<file path="config.mk">
export PLATFORM = sky130hd
export DESIGN_NAME = func_unit_r
export DESIGN_NICKNAME = d
export VERILOG_FILES = /design/src/rtl/func_unit_r_pkg.sv /design/src/rtl/func_unit_r_iter_unit.sv /design/src/rtl/func_unit_r.sv
export SDC_FILE = /design/constraint.sdc
export NUM_CORES = 1
export LEC_CHECK = 0
export CORE_ASPECT_RATIO = 0.9
export CORE_UTILIZATION = 25
export CTS_CLUSTER_SIZE = 14
export DETAILED_ROUTE_END_ITERATION = 8
export GPL_ROUTABILITY_DRIVEN = 0
export HOLD_SLACK_MARGIN = 0.1
export SYNTH_ARGS = -nofsm -noshare
export SYNTH_HDL_FRONTEND = slang
export SYNTH_SLANG_ARGS = --single-unit
</file>
<file path="constraint.sdc">
create_clock -name Clock -period 4.9 [get_ports Clock]
set_input_delay 0.49 -clock Clock [delete_from_list [all_inputs] [get_ports Clock]]
set_output_delay 0.49 -clock Clock [all_outputs]
set_load 0.02 [all_outputs]
</file>
<file path="src/rtl/func_unit_r_pkg.sv">
// Shared definitions for the R-type functional unit: opcodes, FSM states, iterative-unit modes.
// Optional feature macro: FU_MUL_EN (enables the 16-iteration shift-add multiplier).
package func_unit_r_pkg;

  localparam int DATA_W_DEF = 16;
  localparam int TAG_W_DEF  = 3;
  localparam int RDST_W_DEF = 3;
  localparam int CNT_W      = 5;
  localparam logic [CNT_W-1:0] MUL_ITERS = 5'd16;

  typedef enum logic [2:0] {
    OP_ADD = 3'b000,
    OP_SUB = 3'b001,
    OP_AND = 3'b010,
    OP_OR  = 3'b011,
    OP_SLT = 3'b100,
    OP_SLL = 3'b101,
    OP_SRL = 3'b110,
    OP_MUL = 3'b111
  } fu_op_e;

  typedef enum logic [1:0] {
    ST_IDLE     = 2'b00,
    ST_EXEC     = 2'b01,
    ST_WAIT_CDB = 2'b10
  } fu_state_e;

  typedef enum logic [1:0] {
    IT_SLL = 2'b00,
    IT_SRL = 2'b01,
    IT_MUL = 2'b10
  } iter_mode_e;

  // Ops that run through the iterative datapath instead of the single-cycle ALU.
  function automatic logic is_iter_op(fu_op_e op);
`ifdef FU_MUL_EN
    return (op == OP_SLL) || (op == OP_SRL) || (op == OP_MUL);
`else
    return (op == OP_SLL) || (op == OP_SRL);
`endif
  endfunction

  function automatic iter_mode_e to_iter_mode(fu_op_e op);
    case (op)
      OP_SLL:  return IT_SLL;
      OP_SRL:  return IT_SRL;
      default: return IT_MUL;
    endcase
  endfunction

endpackage

</file>
<file path="src/rtl/func_unit_r_iter_unit.sv">
// Iterative datapath: one-bit-per-cycle shifter and (with FU_MUL_EN) a shift-add multiplier.
// load captures operands, step advances one iteration, last flags the final step.
module fu_iter_unit
  import func_unit_r_pkg::*;
#(
  parameter int DATA_W = DATA_W_DEF
) (
  input  logic              clk,
  input  logic              rst_n,
  input  logic              load,
  input  logic              step,
  input  iter_mode_e        mode,
  input  logic [DATA_W-1:0] a,
  input  logic [DATA_W-1:0] b,
  output logic              last,
  output logic [DATA_W-1:0] result
);

  iter_mode_e        mode_q, mode_d;
  logic [DATA_W-1:0] acc_q, acc_d;
  logic [CNT_W-1:0]  cnt_q, cnt_d;
  logic [DATA_W-1:0] acc_step;

`ifdef FU_MUL_EN
  logic [DATA_W-1:0] mcand_q, mcand_d;
  logic [DATA_W-1:0] mplier_q, mplier_d;
`else
  logic unused_b;
  assign unused_b = ^b[DATA_W-1:4];
`endif

  always_comb begin
    mode_d   = mode_q;
    acc_d    = acc_q;
    cnt_d    = cnt_q;
    acc_step = acc_q;
`ifdef FU_MUL_EN
    mcand_d  = mcand_q;
    mplier_d = mplier_q;
`endif
    // A zero shift amount leaves the operand untouched for its single EXEC cycle.
    case (mode_q)
      IT_SLL: if (cnt_q != '0) acc_step = acc_q << 1;
      IT_SRL: if (cnt_q != '0) acc_step = acc_q >> 1;
`ifdef FU_MUL_EN
      IT_MUL: if (mplier_q[0]) acc_step = acc_q + mcand_q;
`endif
      default: acc_step = acc_q;
    endcase

    if (load) begin
      mode_d = mode;
      acc_d  = a;
      cnt_d  = {1'b0, b[3:0]};
`ifdef FU_MUL_EN
      mcand_d  = a;
      mplier_d = b;
      if (mode == IT_MUL) begin
        acc_d = '0;
        cnt_d = MUL_ITERS;
      end
`endif
    end else if (step) begin
      acc_d = acc_step;
      cnt_d = (cnt_q != '0) ? cnt_q - 5'd1 : '0;
`ifdef FU_MUL_EN
      mcand_d  = mcand_q << 1;
      mplier_d = mplier_q >> 1;
`endif
    end
  end

  assign last   = (cnt_q <= 5'd1);
  assign result = acc_step;

  always_ff @(posedge clk) begin
    if (!rst_n) begin
      mode_q <= IT_SLL;
      acc_q  <= '0;
      cnt_q  <= '0;
`ifdef FU_MUL_EN
      mcand_q  <= '0;
      mplier_q <= '0;
`endif
    end else begin
      mode_q <= mode_d;
      acc_q  <= acc_d;
      cnt_q  <= cnt_d;
`ifdef FU_MUL_EN
      mcand_q  <= mcand_d;
      mplier_q <= mplier_d;
`endif
    end
  end

endmodule

</file>
<file path="src/rtl/func_unit_r.sv">
// R-type integer functional unit: dispatch latch, op-dependent execute, CDB request/grant, Done pulse.
// Optional feature macro: FU_MUL_EN (iterative MUL; otherwise MUL yields zero in one cycle).
// Handshake: dispatch happens on an edge with Start && Ready; the result is broadcast on the edge
// where Cdb_grant is high while Cdb_req is high, and Cdb_* outputs stay frozen until that edge.
module func_unit_r
  import func_unit_r_pkg::*;
#(
  parameter int DATA_W = DATA_W_DEF,
  parameter int TAG_W  = TAG_W_DEF,
  parameter int RDST_W = RDST_W_DEF
) (
  input  logic              Clock,
  input  logic              Reset,
  input  logic              Start,
  input  logic [2:0]        Ufop,
  input  logic [DATA_W-1:0] Vj,
  input  logic [DATA_W-1:0] Vk,
  input  logic [TAG_W-1:0]  Tag_in,
  input  logic [RDST_W-1:0] R_target_in,
  output logic              Ready,
  output logic              Busy,
  output logic              Cdb_req,
  input  logic              Cdb_grant,
  output logic [TAG_W-1:0]  Cdb_tag,
  output logic [DATA_W-1:0] Cdb_value,
  output logic [RDST_W-1:0] Cdb_rtarget,
  output logic              Done,
  output logic [1:0]        dbg_state
);

  localparam logic [DATA_W-1:0] ONE = {{(DATA_W-1){1'b0}}, 1'b1};

  fu_state_e         state_q, state_d;
  fu_op_e            op_q, op_d;
  logic [DATA_W-1:0] vj_q, vj_d, vk_q, vk_d;
  logic [TAG_W-1:0]  tag_q, tag_d;
  logic [RDST_W-1:0] rt_q, rt_d;
  logic              cdb_req_q, cdb_req_d;
  logic [TAG_W-1:0]  cdb_tag_q, cdb_tag_d;
  logic [DATA_W-1:0] cdb_value_q, cdb_value_d;
  logic [RDST_W-1:0] cdb_rtarget_q, cdb_rtarget_d;
  logic              done_q, done_d;

  fu_op_e            op_in;
  logic              accept;
  logic              iter_load, iter_step, iter_last;
  logic [DATA_W-1:0] iter_result;
  logic [DATA_W-1:0] alu_result;
  logic              exec_last;
  logic [DATA_W-1:0] exec_result;

  assign op_in     = fu_op_e'(Ufop);
  assign accept    = Start && (state_q == ST_IDLE);
  assign iter_load = accept && is_iter_op(op_in);
  assign iter_step = (state_q == ST_EXEC) && is_iter_op(op_q);

  fu_iter_unit #(.DATA_W(DATA_W)) u_iter (
    .clk    (Clock),
    .rst_n  (Reset),
    .load   (iter_load),
    .step   (iter_step),
    .mode   (to_iter_mode(op_in)),
    .a      (Vj),
    .b      (Vk),
    .last   (iter_last),
    .result (iter_result)
  );

  // Single-cycle ops; MUL lands in default when the multiplier is not built.
  always_comb begin
    alu_result = '0;
    case (op_q)
      OP_ADD:  alu_result = vj_q + vk_q;
      OP_SUB:  alu_result = vj_q - vk_q;
      OP_AND:  alu_result = vj_q & vk_q;
      OP_OR:   alu_result = vj_q | vk_q;
      OP_SLT:  alu_result = ($signed(vj_q) < $signed(vk_q)) ? ONE : '0;
      default: alu_result = '0;
    endcase
  end

  assign exec_last   = is_iter_op(op_q) ? iter_last : 1'b1;
  assign exec_result = is_iter_op(op_q) ? iter_result : alu_result;

  always_comb begin
    state_d       = state_q;
    op_d          = op_q;
    vj_d          = vj_q;
    vk_d          = vk_q;
    tag_d         = tag_q;
    rt_d          = rt_q;
    cdb_req_d     = cdb_req_q;
    cdb_tag_d     = cdb_tag_q;
    cdb_value_d   = cdb_value_q;
    cdb_rtarget_d = cdb_rtarget_q;
    done_d        = 1'b0;
    case (state_q)
      ST_IDLE: begin
        if (accept) begin
          op_d    = op_in;
          vj_d    = Vj;
          vk_d    = Vk;
          tag_d   = Tag_in;
          rt_d    = R_target_in;
          state_d = ST_EXEC;
        end
      end
      ST_EXEC: begin
        if (exec_last) begin
          cdb_req_d     = 1'b1;
          cdb_value_d   = exec_result;
          cdb_tag_d     = tag_q;
          cdb_rtarget_d = rt_q;
          state_d       = ST_WAIT_CDB;
        end
      end
      ST_WAIT_CDB: begin
        if (Cdb_grant && cdb_req_q) begin
          cdb_req_d = 1'b0;
          done_d    = 1'b1;
          state_d   = ST_IDLE;
        end
      end
      default: state_d = ST_IDLE;
    endcase
  end

  always_ff @(posedge Clock) begin
    if (!Reset) begin
      state_q       <= ST_IDLE;
      op_q          <= OP_ADD;
      vj_q          <= '0;
      vk_q          <= '0;
      tag_q         <= '0;
      rt_q          <= '0;
      cdb_req_q     <= 1'b0;
      cdb_tag_q     <= '0;
      cdb_value_q   <= '0;
      cdb_rtarget_q <= '0;
      done_q        <= 1'b0;
    end else begin
      state_q       <= state_d;
      op_q          <= op_d;
      vj_q          <= vj_d;
      vk_q          <= vk_d;
      tag_q         <= tag_d;
      rt_q          <= rt_d;
      cdb_req_q     <= cdb_req_d;
      cdb_tag_q     <= cdb_tag_d;
      cdb_value_q   <= cdb_value_d;
      cdb_rtarget_q <= cdb_rtarget_d;
      done_q        <= done_d;
    end
  end

  assign Ready       = (state_q == ST_IDLE);
  assign Busy        = (state_q != ST_IDLE);
  assign Cdb_req     = cdb_req_q;
  assign Cdb_tag     = cdb_tag_q;
  assign Cdb_value   = cdb_value_q;
  assign Cdb_rtarget = cdb_rtarget_q;
  assign Done        = done_q;
  assign dbg_state   = state_q;

endmodule

</file>
**Word level (Yosys, flattened, before mapping)**

Index checks and enable logic that the tools add are counted.

- Bits in registers: 90
- Bits of input ports: 45
- Output and inout bits: 28

- Add/sub/neg operators: 3
- Magnitude comparators: 2
- Equal/unequal tests: 14
- Mux-type cells: 21
- Bitwise gates (word level): 3
- Reductions and logical operators: 19

Operator list:

| cell | count |
|---|---|
| 16-bit two-way mux | 5 |
| 16-bit case mux with 5 select lines | 1 |
| 16-bit case mux with 2 select lines | 1 |
| 16-bit adder | 1 |
| 16-bit AND | 1 |
| 16-bit < comparator | 1 |
| 16-bit bitwise OR | 1 |
| 16-bit subtractor | 1 |
| 3-bit equality test (second input constant) | 5 |
| 4-bit two-way mux | 2 |
| 3-bit by 2-bit equality test with 1-bit output (second input constant) | 2 |
| 2-bit two-way mux | 3 |
| 2-bit case mux with 3 select lines | 1 |
| 2-bit AND reduction | 3 |
| 3-bit AND reduction | 2 |
| 2-bit nonzero test | 3 |
| 5-bit by 1-bit less-or-equal comparator with 1-bit output (second input constant) | 1 |
| 1-bit two-way mux | 5 |
| 5-bit two-way mux | 1 |
| 5-bit nonzero test | 1 |
| 5-bit by 1-bit subtractor with 5-bit output (second input constant) | 1 |
| 2-bit by 1-bit equality test with 1-bit output (second input constant) | 2 |
| 1-bit logical AND | 4 |
| 2-bit logical NOT | 2 |
| 10 further kinds | 12 |

**Logic depth before layout (Yosys ltp)**

Gate-level depths: netlist of run 1.

- Word-level depth: 5
- Depth in mapped cells: 9

**Modules after synthesis**

From an unflattened synthesis of run 1, not the netlist that was laid out.

- Cells, all modules: 868
- Area total of the unflattened synthesis: 6688.9 um2

By module, submodules not included:

| module | times used | cells each | area each (um2) |
|---|---|---|---|
| func_unit_r | 1 | 672 | 5087.4 |
| fu_iter_unit | 1 | 196 | 1601.5 |

**Least setup slack after synthesis of run 1**

Ideal clock, no wire load.

- Path type: register to register
- Start: reg vj_q[0]
- End: reg cdb_value_q[12], in the netlist Cdb_value[12]
- Data arrival time: 2.209 ns
- Data required time: 4.765 ns
- Slack: 2.556 ns
- Stages on the path, launching flop included: 10
- Path buffers: 0
- Clock period less this slack: 2.344 ns
- Cell sequence: dfxtp_1 > inv_1 > ha_1 > fa_1 > o21bai_1 > o2111ai_1 > a211oi_2 > nor4_1 > a2111oi_0 > a31oi_1

- Longest elaborated chain between the ends: 3

Ends and longest elaborated chain:

| what | line | source |
|---|---|---|
| start, declared | func_unit_r.sv:35 | `logic [DATA_W-1:0] vj_q, vj_d, vk_q, vk_d;` |
| start signal, assigned | func_unit_r.sv:144 | `vj_q <= vj_d;` |
| 16-bit subtractor or 16-bit adder (tied branches) | func_unit_r.sv:74, func_unit_r.sv:73 |  |
| 16-bit case mux with 5 select lines * | func_unit_r.sv:72 | `case (op_q)` |
| 16-bit two-way mux * | func_unit_r.sv:83 | `assign exec_result = is_iter_op(op_q) ? iter_result : alu_result;` |
| end signal, assigned | func_unit_r.sv:150 | `cdb_value_q <= cdb_value_d;` |
| end, declared | func_unit_r.sv:40 | `logic [DATA_W-1:0] cdb_value_q, cdb_value_d;` |

Every way passes the cells marked *; elsewhere a longest branch is shown, timed or not.
A chain may end at the register's enable or synchronous reset.

**Worst setup path after layout of run 1**

Ends and elaborated chain as after synthesis.

==> results of run 1 <==
==> layout by cell type, fill, tap and decap left out, types with 9 or more instances in the layout <==
cell type        instances
nand2_1                143
mux2i_1                 23
a211oi_1                10
o21ai_0                 52
clkbuf_16                9
a22oi_1                 12
a221oi_1                11
ha_1                    58
dfxtp_1                 90
nor3_1                  16
clkdlybuf4s50_1         72
xnor2_1                 15
a21oi_1                115
nor2_1                  57
inv_1                   46
==> per-layer routing <==
metal	track usage [%]	vias to the layer above	wire length, µm
li1	-	2978	-
met4	5.09	0	420
met1	21.1	2877	9290
met2	25.7	174	8920
met3	3.74	31	1180
met5	0	-	0
==> logic make-up after synthesis <==
family	count (synthesis)	share of synthesized area [%]
AND/OR/NAND/NOR	268	18.7
AO/OA/AOI/OAI	267	26.7
buffers and inverters	100	6.45
flip-flops	90	29.0
adder cells (fa/ha/maj)	60	12.3
multiplexers	28	4.60
XOR/XNOR	16	2.25
==> critical path, cell delays in order, from the launching register on <==
cell,delay [ps]
dfxtp_1,360
inv_1,70
ha_1,230
fa_1,400
o21bai_1,220
o2111ai_1,210
a211oi_2,550
nor4_1,110
a2111oi_0,420
a31oi_1,150
==> path summary, 6_finish.rpt <==
kind | startpoint | to
setup / recovery | vj_q[0] | Cdb_value[12]
hold / removal | tag_q[0] | Cdb_tag[0]
setup reg to reg | vj_q[0] | Cdb_value[12]
hold reg to reg | tag_q[0] | Cdb_tag[0]
==> final cells by class <==
cell class	instances	area (µm²)
inverter	50	188
timing repair buffer	80	781
tap	308	385
clock inverter	6	50.0
multi-input combinational	639	4030
fill	2633	16900
clock buffer	9	225
sequential	90	1800
==> where the power goes <==
group / internal [mW] / total, mW / switching, mW
logic: 0.260 / 0.658 / 0.398
registers: 0.779 / 0.834 / 0.0549
clock network: 0.349 / 0.681 / 0.332
total: 1.39 / 2.17 / 0.785
==> flip-flops by register name, summed over array words and instances (netlist names), 3 cells and up <==
| register | flops |
|---|---|
| vj_q | 16 |
| Cdb_value | 16 |
| vk_q | 16 |
| Cdb_tag | 3 |
| u_iter.cnt_q | 5 |
| tag_q | 3 |
| op_q | 3 |
| rt_q | 3 |
| u_iter.acc_q | 16 |
| Cdb_rtarget | 3 |
==> per-stage QoR <==
step	hold WS, ps	cell area, µm²	util (%)	cells	total power, mW
after detailed placement	449	7180	29.5	1167	1.50
after global routing	473	7460	30.7	1182	2.29
final	451	7460	30.7	1182	2.17
after CTS	456	7460	30.7	1182	2.19
after floorplan	432	6220	-	829	1.28
after global placement	443	7180	29.5	1167	1.50
==> results.toml, run 1 <==
[sta]
setup_slack_ps = 2080
final.setup.tns_ps = 0
fmax_mhz = 354
max_slew_margin_pct = 28.3
fin_crit_sh_pct = 57.6
setup_viol = 0
drv_slew = 0
hold_violations = 0
finalClockSkew_ps = 10.8
rsz0062_at_grt = "no"
fin_crit_ps = 2820
worst_pin_slew_ps = 1070

[cts]
post-cts-setup-buffer-count = 0
insertion_delay_ps = 360
cts.clk_slew.worst_paths_ps = 70
post_cts_resize_count = 0
cts_tree = "yes"
cts-root-buf = "clkbuf_16"
ctsHtreeMaxLevel = 3
cts_buffer_depth = 2
numCtsBuffers = 9
ctsHoldBuffers = 0
clock-sinks = 90

[die]
pin_count = 73
dieArea_mm2 = 0.0255
fp.dieH_um = 152
die_w_um = 168
rows = 54
core_area_mm2 = 0.0243
start_util_pct = 25.6

[global_route]
grt_pass1_vias = 5793
grt_use_total_pct = 16.0
grt_overflow = 0
grt_antenna_before_repair = 0
grt_max_degree = 56
grt_pass1_wl_mm = 31.6

[synth]
yosysMostFrequentCell = "nand2_1"
syn_avg_cell_area_um2 = 7.51
syn_inst = 829
synth_edf_count = 0
synth_commonest_cells = "143 x nand2_1, 116 x a21oi_1, 90 x dfxtp_1, 58 x ha_1, 57 x nor2_1"
syn_area_mm2 = 0.00622
synthArstFlopShare_pct = 0
ys_ff_latch = 90
synth-seq-area-share_pct = 29.0
synth_top_area_cell = "dfxtp_1"
synth_top_area_share_pct = 29.0
ys.flop_type = "dfxtp_1"
syn_nets = 934
synth_area_leaders = "dfxtp_1 29%, ha_1 12%, a21oi_1 9.3%"
synth_cell_types = 64
ys_warn_count = 0

[critical_path]
critPathArrivalTime_ps = 3050
reg2reg_slack_ps = 2080
critPathKind = "reg -> reg"
cp_max_fo = 7
start_kind = "flop"
worstRegToRegCells = 9
cp-end-kind = "flop"
critPathRequiredTime_ps = 5130

[route]
via_per_inst = 5.13
vias = 6060
drt-pass1-iter-count = 5
drt-total-wl_mm = 19.8
drtIter0Drc = 468
wl_per_cell_um = 16.8
antenna_left = 0
remaining_drc_errors = 0

[power]
leakage_nw = 2.71
vdd_drop_max_uv = 166
p_per_area_mw_per_mm2 = 291

[finish]
nets = 975
final_layout_size_suffix_gt1_share_pct = 5.26
antennaDiodeCount = 0
area_growth_pct = 19.9

[placement]
pre_cts_ws_ps = 1970
hpwl_mm = 14.3
port_buffers = 72

[job]
maxCapViolCount = 0

[status]
status = "finished, final reports clean"

[min_path]
hp-class = "reg -> reg"
min_path_cells = 2
No activity file was read; power rests on OpenSTA's default activity.
==> run 2: changes to the inputs <==
Clock period 4.9 ns to 2.85 ns, I/O delays scaled along.
==> results.toml, run 2 (synthesis gave the netlist of run 1 again) <==
[critical_path]
r2r_start = "vj_q[0]"
worstSetupStartpoint = "vj_q[0]"
crit-reg2reg-capture = "Cdb_value[12]"
reg2reg_slack_ps = 200
critPathArrivalTime_ps = 2890
critPathRequiredTime_ps = 3090
cp-end-kind = "flop"
start_kind = "flop"
cp_max_fo = 3
critPathKind = "reg -> reg"
worstRegToRegCells = 9

[sta]
rsz0062_at_grt = "no"
max_slew_margin_pct = 43.4
drv_slew = 0
worst_pin_slew_ps = 847
fin_crit_sh_pct = 92.8
hold_violations = 0
setup_viol = 0
final.setup.tns_ps = 0
holdWs_ps = 453
fmax_mhz = 378
fin_crit_ps = 2650
finalClockSkew_ps = 12.8
setup_slack_ps = 204

[power]
switching_power_mw = 1.38
p_clk_share_pct = 33.2
p_seq_share_pct = 36.4
comb_power_share_pct = 30.4
vdd_drop_max_uv = 308
leakage_nw = 2.84
p_sw_share_pct = 35.4
p_per_area_mw_per_mm2 = 509
intPower_mw = 2.52

[cts]
insertion_delay_ps = 370
clock-sinks = 90
post-cts-setup-buffer-count = 0
ctsHtreeMaxLevel = 3
cts_tree = "yes"
cts-root-buf = "clkbuf_16"
ctsHoldBuffers = 0
post_cts_resize_count = 0
cts_buffer_depth = 2
cts.clk_slew.worst_paths_ps = 80
numCtsBuffers = 9

[route]
vias = 6108
remaining_drc_errors = 0
drt-total-wl_mm = 20.1
antenna_left = 0
via_per_inst = 5.07
drt-pass1-iter-count = 5
drtIter0Drc = 510
wl_per_cell_um = 16.7

[status]
status = "finished, final reports clean"

[global_route]
grt_use_total_pct = 16.0
grt_max_degree = 77
grt_antenna_before_repair = 0
grt_overflow = 0
grt_pass1_wl_mm = 31.6
grt_pass1_vias = 5710

[die]
start_util_pct = 25.6
core_area_mm2 = 0.0243
dieArea_mm2 = 0.0255
fp.dieH_um = 152
pin_count = 73
die_w_um = 168
rows = 54

[min_path]
hp-class = "reg -> reg"
whs_endpoint = "Cdb_rtarget[0]"
min_path_cells = 2
worstHoldStart = "rt_q[0]"

[finish]
final_layout_size_suffix_gt1_share_pct = 7.59
layout_common_cells = "143 x nand2_1, 115 x a21oi_1, 90 x dfxtp_1"
nets = 996
final_common_cell = "nand2_1"
area_growth_pct = 23.4
antennaDiodeCount = 0
final_util_pct = 31.6

[placement]
port_buffers = 72
hpwl_mm = 14.8
pre_cts_ws_ps = 280

[job]
maxCapViolCount = 0
run 2: changes by cell type in the layout (fill, tap and decap cells not counted):
cell | before | now
buf_12 | 0 | 2
clkinv_2 | 1 | 0
buf_4 | 8 | 27
clkinv_4 | 1 | 2
inv_8 | 1 | 2
inv_6 | 2 | 1
bufinv_16 | 0 | 1
run 2: final cells by class:
class / instances / area (µm²)
clock inverter: 7 / 86.3
inverter: 50 / 188
multi-input combinational: 639 / 4030
sequential: 90 / 1800
clock buffer: 9 / 225
tap: 308 / 385
timing repair buffer: 101 / 963
fill: 2586 / 16600
run 2: metrics by stage:
stage	total power [mW]	cell area, µm²	cells
floorplan	2.20	6220	829
global placement	2.62	7370	1188
detailed placement	2.63	7370	1188
CTS	3.93	7680	1204
global route	4.12	7680	1204
finish	3.91	7680	1204
run 2: metal layers:
layer | GRT usage (%) | wire length [µm] | vias up
li1 | - | - | 3022
met1 | 21.2 | 9440 | 2898
met2 | 25.5 | 9060 | 162
met3 | 3.74 | 1190 | 26
met4 | 5.23 | 382 | 0
met5 | 0 | 0 | -
run 2: worst max-delay path by stage:
stage | cells after the start | slack [ps] | end
floorplan | 9 | 510 | Cdb_value[12]
global placement | 9 | 380 | Cdb_value[14]
detailed placement | 9 | 280 | Cdb_value[12]
CTS | 9 | 230 | Cdb_value[12]
global route | 9 | 40 | Cdb_value[12]
finish | 9 | 200 | Cdb_value[12]
run 2: critical path: stages (launching register included):
cell       delay [ps]
dfxtp_1           370
inv_1              80
ha_1              230
fa_1              390
o21bai_1          250
o2111ai_1         220
a211oi_2          300
nor4_1             80
a2111oi_0         450
a31oi_1           140
run 2: power groups by stage:
stage / registers [mW] / logic, mW / clock network, mW
floorplan: 1.46 / 0.744 / 0
global placement: 1.45 / 1.17 / 0
detailed placement: 1.45 / 1.18 / 0
CTS: 1.42 / 1.18 / 1.33
global route: 1.44 / 1.30 / 1.38
finish: 1.42 / 1.19 / 1.30
